===== config.mk =====
export PLATFORM = sky130hd
export DESIGN_NAME = handshake_rr_mux_flat
export DESIGN_NICKNAME = d
export VERILOG_FILES = /design/src/rtl/handshake_rr_mux_if.sv /design/src/rtl/handshake_rr_mux.sv /design/src/flat_wrapper.sv
export SDC_FILE = /design/constraint.sdc
export NUM_CORES = 1
export LEC_CHECK = 0
export ABC_AREA = 0
export CORE_MARGIN = 2
export CORE_UTILIZATION = 46
export CTS_CLUSTER_DIAMETER = 50
export DETAILED_ROUTE_END_ITERATION = 10
export HOLD_SLACK_MARGIN = 0.03
export PLACE_DENSITY = 0.79
export REMOVE_ABC_BUFFERS = 1
export SLEW_MARGIN = 20
export SYNTH_ARGS = -nofsm -noshare
export SYNTH_HDL_FRONTEND = slang
export SYNTH_SLANG_ARGS = --single-unit

===== constraint.sdc =====
create_clock -name clk -period 1.6 [get_ports clk]
set_input_delay 0.24 -clock clk [delete_from_list [all_inputs] [get_ports clk]]
set_output_delay 0.24 -clock clk [all_outputs]
set_load 0.02 [all_outputs]

===== src/rtl/handshake_rr_mux_if.sv =====
// Handshake bundle between the source/destination side and the round-robin mux.
// The master side drives strobes, data and backpressure; the mux sits on the slave side.
interface handshake_rr_mux_if #(
  parameter int WIDTH = 8,
  parameter int CH    = 4
);
  localparam int CHW = (CH > 1) ? $clog2(CH) : 1;

  logic [CH-1:0]       sready;
  logic [CH*WIDTH-1:0] din;
  logic                dbusy;
  logic [CH-1:0]       sidle;
  logic                dvalid;
  logic [WIDTH-1:0]    dout;
  logic [CHW-1:0]      dch;
  logic [CH-1:0]       done;

  modport master (
    output sready, din, dbusy,
    input  sidle, dvalid, dout, dch, done
  );

  modport slave (
    input  sready, din, dbusy,
    output sidle, dvalid, dout, dch, done
  );
endinterface


===== src/rtl/handshake_rr_mux.sv =====
// Round-robin multiplexer: per-channel one-entry slots drained one at a time
// through an IDLE/REQ/XFER/RELEASE controller with a fixed request-to-transfer delay.
module handshake_rr_mux #(
  parameter int WIDTH   = 8,
  parameter int CH      = 4,
  parameter int ACK_LAT = 2
) (
  input  logic                clk,
  input  logic                rst_n,
  handshake_rr_mux_if.slave   bus
);
  localparam int CHW = (CH > 1) ? $clog2(CH) : 1;
  localparam logic [2:0] CNT_LOAD = 3'(ACK_LAT - 1);

  typedef enum logic [1:0] {
    ST_IDLE    = 2'd0,
    ST_REQ     = 2'd1,
    ST_XFER    = 2'd2,
    ST_RELEASE = 2'd3
  } state_t;

  state_t              state_r;
  logic [CH-1:0]       pending_r;
  logic [WIDTH-1:0]    slot_r [CH];
  logic [CHW-1:0]      rr_ptr_r;
  logic [CHW-1:0]      grant_r;
  logic [2:0]          cnt_r;
  logic                dvalid_r;
  logic [WIDTH-1:0]    dout_r;
  logic [CHW-1:0]      dch_r;
  logic [CH-1:0]       done_r;
  logic                pick_valid_s;
  logic [CHW-1:0]      pick_idx_s;

  // Channel index base+k wrapped modulo CH (k never exceeds CH-1).
  function automatic logic [CHW-1:0] rot_idx(input logic [CHW-1:0] base, input int k);
    int s;
    s = int'(base) + k;
    if (s >= CH) begin
      s = s - CH;
    end else begin
      s = s;
    end
    return CHW'(s);
  endfunction

  // Scan from the highest offset down so the nearest pending channel at or after rr_ptr wins.
  always_comb begin
    pick_valid_s = 1'b0;
    pick_idx_s   = '0;
    for (int k = CH - 1; k >= 0; k--) begin
      if (pending_r[rot_idx(rr_ptr_r, k)]) begin
        pick_valid_s = 1'b1;
        pick_idx_s   = rot_idx(rr_ptr_r, k);
      end else begin
        pick_valid_s = pick_valid_s;
        pick_idx_s   = pick_idx_s;
      end
    end
  end

  // Slot capture and release; a pending slot (granted or not) ignores further strobes.
  always_ff @(posedge clk or negedge rst_n) begin
    if (!rst_n) begin
      pending_r <= '0;
      for (int i = 0; i < CH; i++) begin
        slot_r[i] <= '0;
      end
    end else begin
      for (int i = 0; i < CH; i++) begin
        if ((state_r == ST_RELEASE) && (grant_r == CHW'(i))) begin
          pending_r[i] <= 1'b0;
        end else if (bus.sready[i] && !pending_r[i]) begin
          pending_r[i] <= 1'b1;
          slot_r[i]    <= bus.din[i*WIDTH +: WIDTH];
        end
      end
    end
  end

  // Controller FSM with registered transfer and completion outputs.
  always_ff @(posedge clk or negedge rst_n) begin
    if (!rst_n) begin
      state_r  <= ST_IDLE;
      rr_ptr_r <= '0;
      grant_r  <= '0;
      cnt_r    <= 3'd0;
      dvalid_r <= 1'b0;
      dout_r   <= '0;
      dch_r    <= '0;
      done_r   <= '0;
    end else begin
      dvalid_r <= 1'b0;
      done_r   <= '0;
      case (state_r)
        ST_IDLE: begin
          if (pick_valid_s && !bus.dbusy) begin
            grant_r <= pick_idx_s;
            cnt_r   <= CNT_LOAD;
            state_r <= ST_REQ;
          end
        end
        ST_REQ: begin
          if (cnt_r != 3'd0) begin
            cnt_r <= cnt_r - 3'd1;
          end else if (!bus.dbusy) begin
            state_r <= ST_XFER;
          end
        end
        ST_XFER: begin
          dvalid_r <= 1'b1;
          dout_r   <= slot_r[grant_r];
          dch_r    <= grant_r;
          state_r  <= ST_RELEASE;
        end
        ST_RELEASE: begin
          done_r   <= CH'(1'b1) << grant_r;
          rr_ptr_r <= rot_idx(grant_r, 1);
          state_r  <= ST_IDLE;
        end
        default: begin
          state_r <= ST_IDLE;
        end
      endcase
    end
  end

  assign bus.sidle  = ~pending_r;
  assign bus.dvalid = dvalid_r;
  assign bus.dout   = dout_r;
  assign bus.dch    = dch_r;
  assign bus.done   = done_r;
endmodule


===== src/flat_wrapper.sv =====
// flat-port wrapper written by rule: the top's interface ports become plain ports
module handshake_rr_mux_flat 
#(
  parameter int WIDTH   = 8,
  parameter int CH      = 4,
  parameter int ACK_LAT = 2
)
  (clk, rst_n, bus_sready, bus_din, bus_dbusy, bus_sidle, bus_dvalid, bus_dout, bus_dch, bus_done);
  handshake_rr_mux_if #(.WIDTH(WIDTH), .CH(CH)) bus_i ();
  input  logic clk;
  input  logic rst_n;
  input wire logic [$bits(bus_i.sready)-1:0] bus_sready;
  input wire logic [$bits(bus_i.din)-1:0] bus_din;
  input wire logic [$bits(bus_i.dbusy)-1:0] bus_dbusy;
  output wire logic [$bits(bus_i.sidle)-1:0] bus_sidle;
  output wire logic [$bits(bus_i.dvalid)-1:0] bus_dvalid;
  output wire logic [$bits(bus_i.dout)-1:0] bus_dout;
  output wire logic [$bits(bus_i.dch)-1:0] bus_dch;
  output wire logic [$bits(bus_i.done)-1:0] bus_done;
  assign bus_i.sready = bus_sready;
  assign bus_i.din = bus_din;
  assign bus_i.dbusy = bus_dbusy;
  assign bus_sidle = bus_i.sidle;
  assign bus_dvalid = bus_i.dvalid;
  assign bus_dout = bus_i.dout;
  assign bus_dch = bus_i.dch;
  assign bus_done = bus_i.done;
  handshake_rr_mux #(.WIDTH(WIDTH), .CH(CH), .ACK_LAT(ACK_LAT)) u_core (.clk(clk), .rst_n(rst_n), .bus(bus_i));
endmodule

==> flow_metrics.env, run 1 <==
export IMPL_status="finished, final reports clean"
export IMPL_drtIter0Drc=110
export IMPL_clk_pin_slew_ns=0.06
export IMPL_fin_util_pct=64.6
export IMPL_gp_congestion=0.747
export IMPL_ir_drop_mv=0.830
export IMPL_maxCapViolCount=0
export IMPL_p_int_mw=4.94
export IMPL_ioPinCount=58
export IMPL_clkPwrFrac_pct=18.9
export IMPL_ant_nets=0
export IMPL_worst_pin_slew_ns=0.321
export IMPL_vias=1817
export IMPL_power_frac_comb_pct=44.0
export IMPL_crit_required_ns=1.36
export IMPL_hold_class="in -> async"
export IMPL_crit_fanout=2
export IMPL_cts_buffers=9
export IMPL_die_w_um=81.1
export IMPL_crit_buf_inv=1
export IMPL_portBuffers=57
export IMPL_die_area_mm2=0.00658
export IMPL_core_mm2=0.00585
export IMPL_synth_seq_cells=60
export IMPL_clk_latency_ns=0.34
export IMPL_fill_cells=445
export IMPL_cts_tree="built"
export IMPL_crit_chain="clkdlybuf4s50_1"
export IMPL_grt_pass1_wl_um=9010
export IMPL_max_freq_mhz=648
export IMPL_wl_met2_um=2750
export IMPL_layout_common_cells="dfrtp_1, clkdlybuf4s50_1, mux2_2"
export IMPL_h_tree_depth=3
export IMPL_synth_seq_area_share_pct=54.8
export IMPL_drv_slew=0
export IMPL_routed_via_density=5.12
export IMPL_grt_max_degree=61
export IMPL_routedLengthMet1_um=2470
export IMPL_antenna_found_initial=0
export IMPL_mostFrequentLayoutCell="dfrtp_1"
export IMPL_critPathTopFamily="buffers and inverters"
export IMPL_area_growth_pct=38.1
export IMPL_final_nets=324
export IMPL_power_density_mw_per_mm2=1920
export IMPL_yosysUniqueCellTypes=33
export IMPL_netSwitchingFraction_pct=32.1
export IMPL_tns_ns=0
export IMPL_rsz0062_at_grt="false"
export IMPL_dr_pass1_iters=4
export IMPL_num_rows=28
export IMPL_leakagePower_nw=1.77
export IMPL_p_sw_mw=2.34
export IMPL_synth_ff_type="dfrtp_1"
export IMPL_drive_above_1_share_pct=32.9
export IMPL_grt_remaining_overflow=0
export IMPL_seq_area_mm2=0.00150
export IMPL_die_y_um=81.1
export IMPL_drc=0
export IMPL_syn_cell_area_mm2=0.00274
export IMPL_routed_wl_um=5600
export IMPL_critPathKind="reg -> out"
export IMPL_ys_warn_count=0
export IMPL_grt_use_total_pct=19.2
export IMPL_ctsRootBufferMaster="clkbuf_8"
export IMPL_grt_pass1_vias=1901
export IMPL_wl_met3_um=275
export IMPL_netlist_instances=197
export IMPL_diodes=0
export IMPL_wl_per_cell_um=15.8
export IMPL_min_period_ns=1.54
export IMPL_hpwlAfterDp_um=4010
export IMPL_hold_viol=0
export IMPL_finalClockSkew_ns=0.00580
export IMPL_cp_arrival_ns=1.30
export IMPL_start_util_pct=46.8
export IMPL_top_layer_used="met4"
export IMPL_syn_area_per_cell_um2=13.9
export IMPL_critPathLaunchType="register"
export IMPL_whs_ns=0.447
export IMPL_multiInputGateArea_mm2=0.00119
export IMPL_fin_crit_sh_pct=96.5
export IMPL_cts_sinks=60
export IMPL_slew_headroom_pct=78.6
export IMPL_slowest_stage="clkdlybuf4s50_1"
export IMPL_cpPeakStageDelay_ns=0.61
export IMPL_seqPwrFrac_pct=37.2
export IMPL_cp_end_kind="output port"
export IMPL_synthArstFlopShare_pct=100
export IMPL_setup_violations=0
export IMPL_clk_path_buf_depth=2
export IMPL_synth_edff_count=0
==> path summary, 6_finish.rpt <==
path / start / cells past startpoint / endpoint / slack [ns]
worst max-delay path: u_core.bus.dout[4] / 1 / bus_dout[4] / 0.06
worst min-delay path: rst_n / 3 / u_core.cnt_r[2] / 0.45
worst max register to register: u_core.grant_r[0] / 3 / u_core.bus.dout[4] / 0.07
worst min register to register: u_core.slot_r[7] / 1 / u_core.slot_r[7] / 0.50
max in group asynchronous: rst_n / 3 / u_core.grant_r[0] / 0.89
min in group clk: bus_sready[0] / 3 / u_core.pending_r[0] / 0.50
==> cell families (layout without fill, tap and decap cells) <==
kind of cell | count (synthesis) | after routing | share of synthesized area (%)
DFF | 60 | 60 | 54.8
adders and majority gates | 10 | 10 | 4.57
AOI/OAI and AO/OA | 17 | 17 | 4.11
and+or+nand+nor | 37 | 37 | 6.99
muxes | 54 | 54 | 26.6
buffers and inverters | 19 | 102 | 2.92
==> routing by layer <==
metal / track usage [%] / vias to the layer above
met5: 0 / -
met4: 8.64 / 0
met3: 5.44 / 10
met2: 30.4 / 52
met1: 24.5 / 898
li1: - / 857
==> sequential cells by signal, indices dropped and copies added, names as in the netlist <==
register	count
u_core.slot_r	32
u_core.bus.dout	8
u_core.bus.done	4
u_core.pending_r	4
u_core.cnt_r	3
u_core.bus.dch	2
u_core.grant_r	2
u_core.rr_ptr_r	2
u_core.state_r	2
u_core.bus.dvalid	1
==> cell usage after synthesis (2+ instances only) <==
cell type / n / area share (%)
mux2_2: 38 / 16
a21oi_1: 3 / 0.55
mux2_4: 7 / 3.8
dfrtp_1: 60 / 55
nand2_1: 10 / 1.4
o21ai_0: 5 / 0.91
nand2b_1: 4 / 0.91
ha_1: 10 / 4.6
nor2_1: 11 / 1.5
inv_1: 16 / 2.2
nand3_1: 4 / 0.73
mux4_2: 7 / 5.8
nor3b_1: 2 / 0.55
==> through the flow <==
stage / setup WS, ns / power [mW] / cell area [µm²] / instances
floorplan: -0.143 / 4.68 / 2720 / 194
global placement: 0.0491 / 5.76 / 3520 / 337
detailed placement: 0.0206 / 5.90 / 3520 / 337
CTS: 0.00437 / 7.27 / 3730 / 354
global route: 0.00238 / 7.74 / 3780 / 355
finish: 0.0566 / 7.27 / 3780 / 355
==> final cells by class <==
class | instances | share of cell area (%)
Tap cell | 75 | 2.48
Inverter | 16 | 1.59
Clock inverter | 4 | 1.26
Clock buffer | 12 | 4.10
Sequential cell | 60 | 39.8
Multi-Input combinational cell | 118 | 31.5
Timing Repair Buffer | 70 | 19.3
==> power groups by stage <==
| stage | Clock [mW] | Sequential (mW) | Combinational, mW |
|---|---|---|---|
| 4_1_cts | 1.41 | 2.69 | 3.18 |
| 2_1_floorplan | 0 | 2.82 | 1.86 |
| 3_3_place_gp | 0 | 2.66 | 3.10 |
| 5_1_grt | 1.48 | 2.80 | 3.46 |
| 3_5_place_dp | 0 | 2.71 | 3.19 |
| 6_report | 1.37 | 2.70 | 3.20 |
==> timing repair <==
action / CTS / global route
hold buffers: 1 / 0
gates resized for setup: 4 / 13
setup buffers: 0 / 1
pin swaps: 0 / 0
endpoints found under the setup margin: 4 / 44
hold endpoints to repair: 60 / 0
No activity file was read; power rests on OpenSTA's default activity.
==> inputs of run 2 (changes only) <==
CAP_MARGIN = 20   (was unset)
TNS_END_PERCENT = 100   (was unset)
==> results of run 2 <==
Final layout, timing and power as in run 1 (identical DEF).
==> inputs of run 3 (changes only) <==
ABC_CLOCK_PERIOD_IN_PS = 1600   (was unset)
==> results of run 3 <==
Final layout, timing and power as in run 1 (identical DEF).
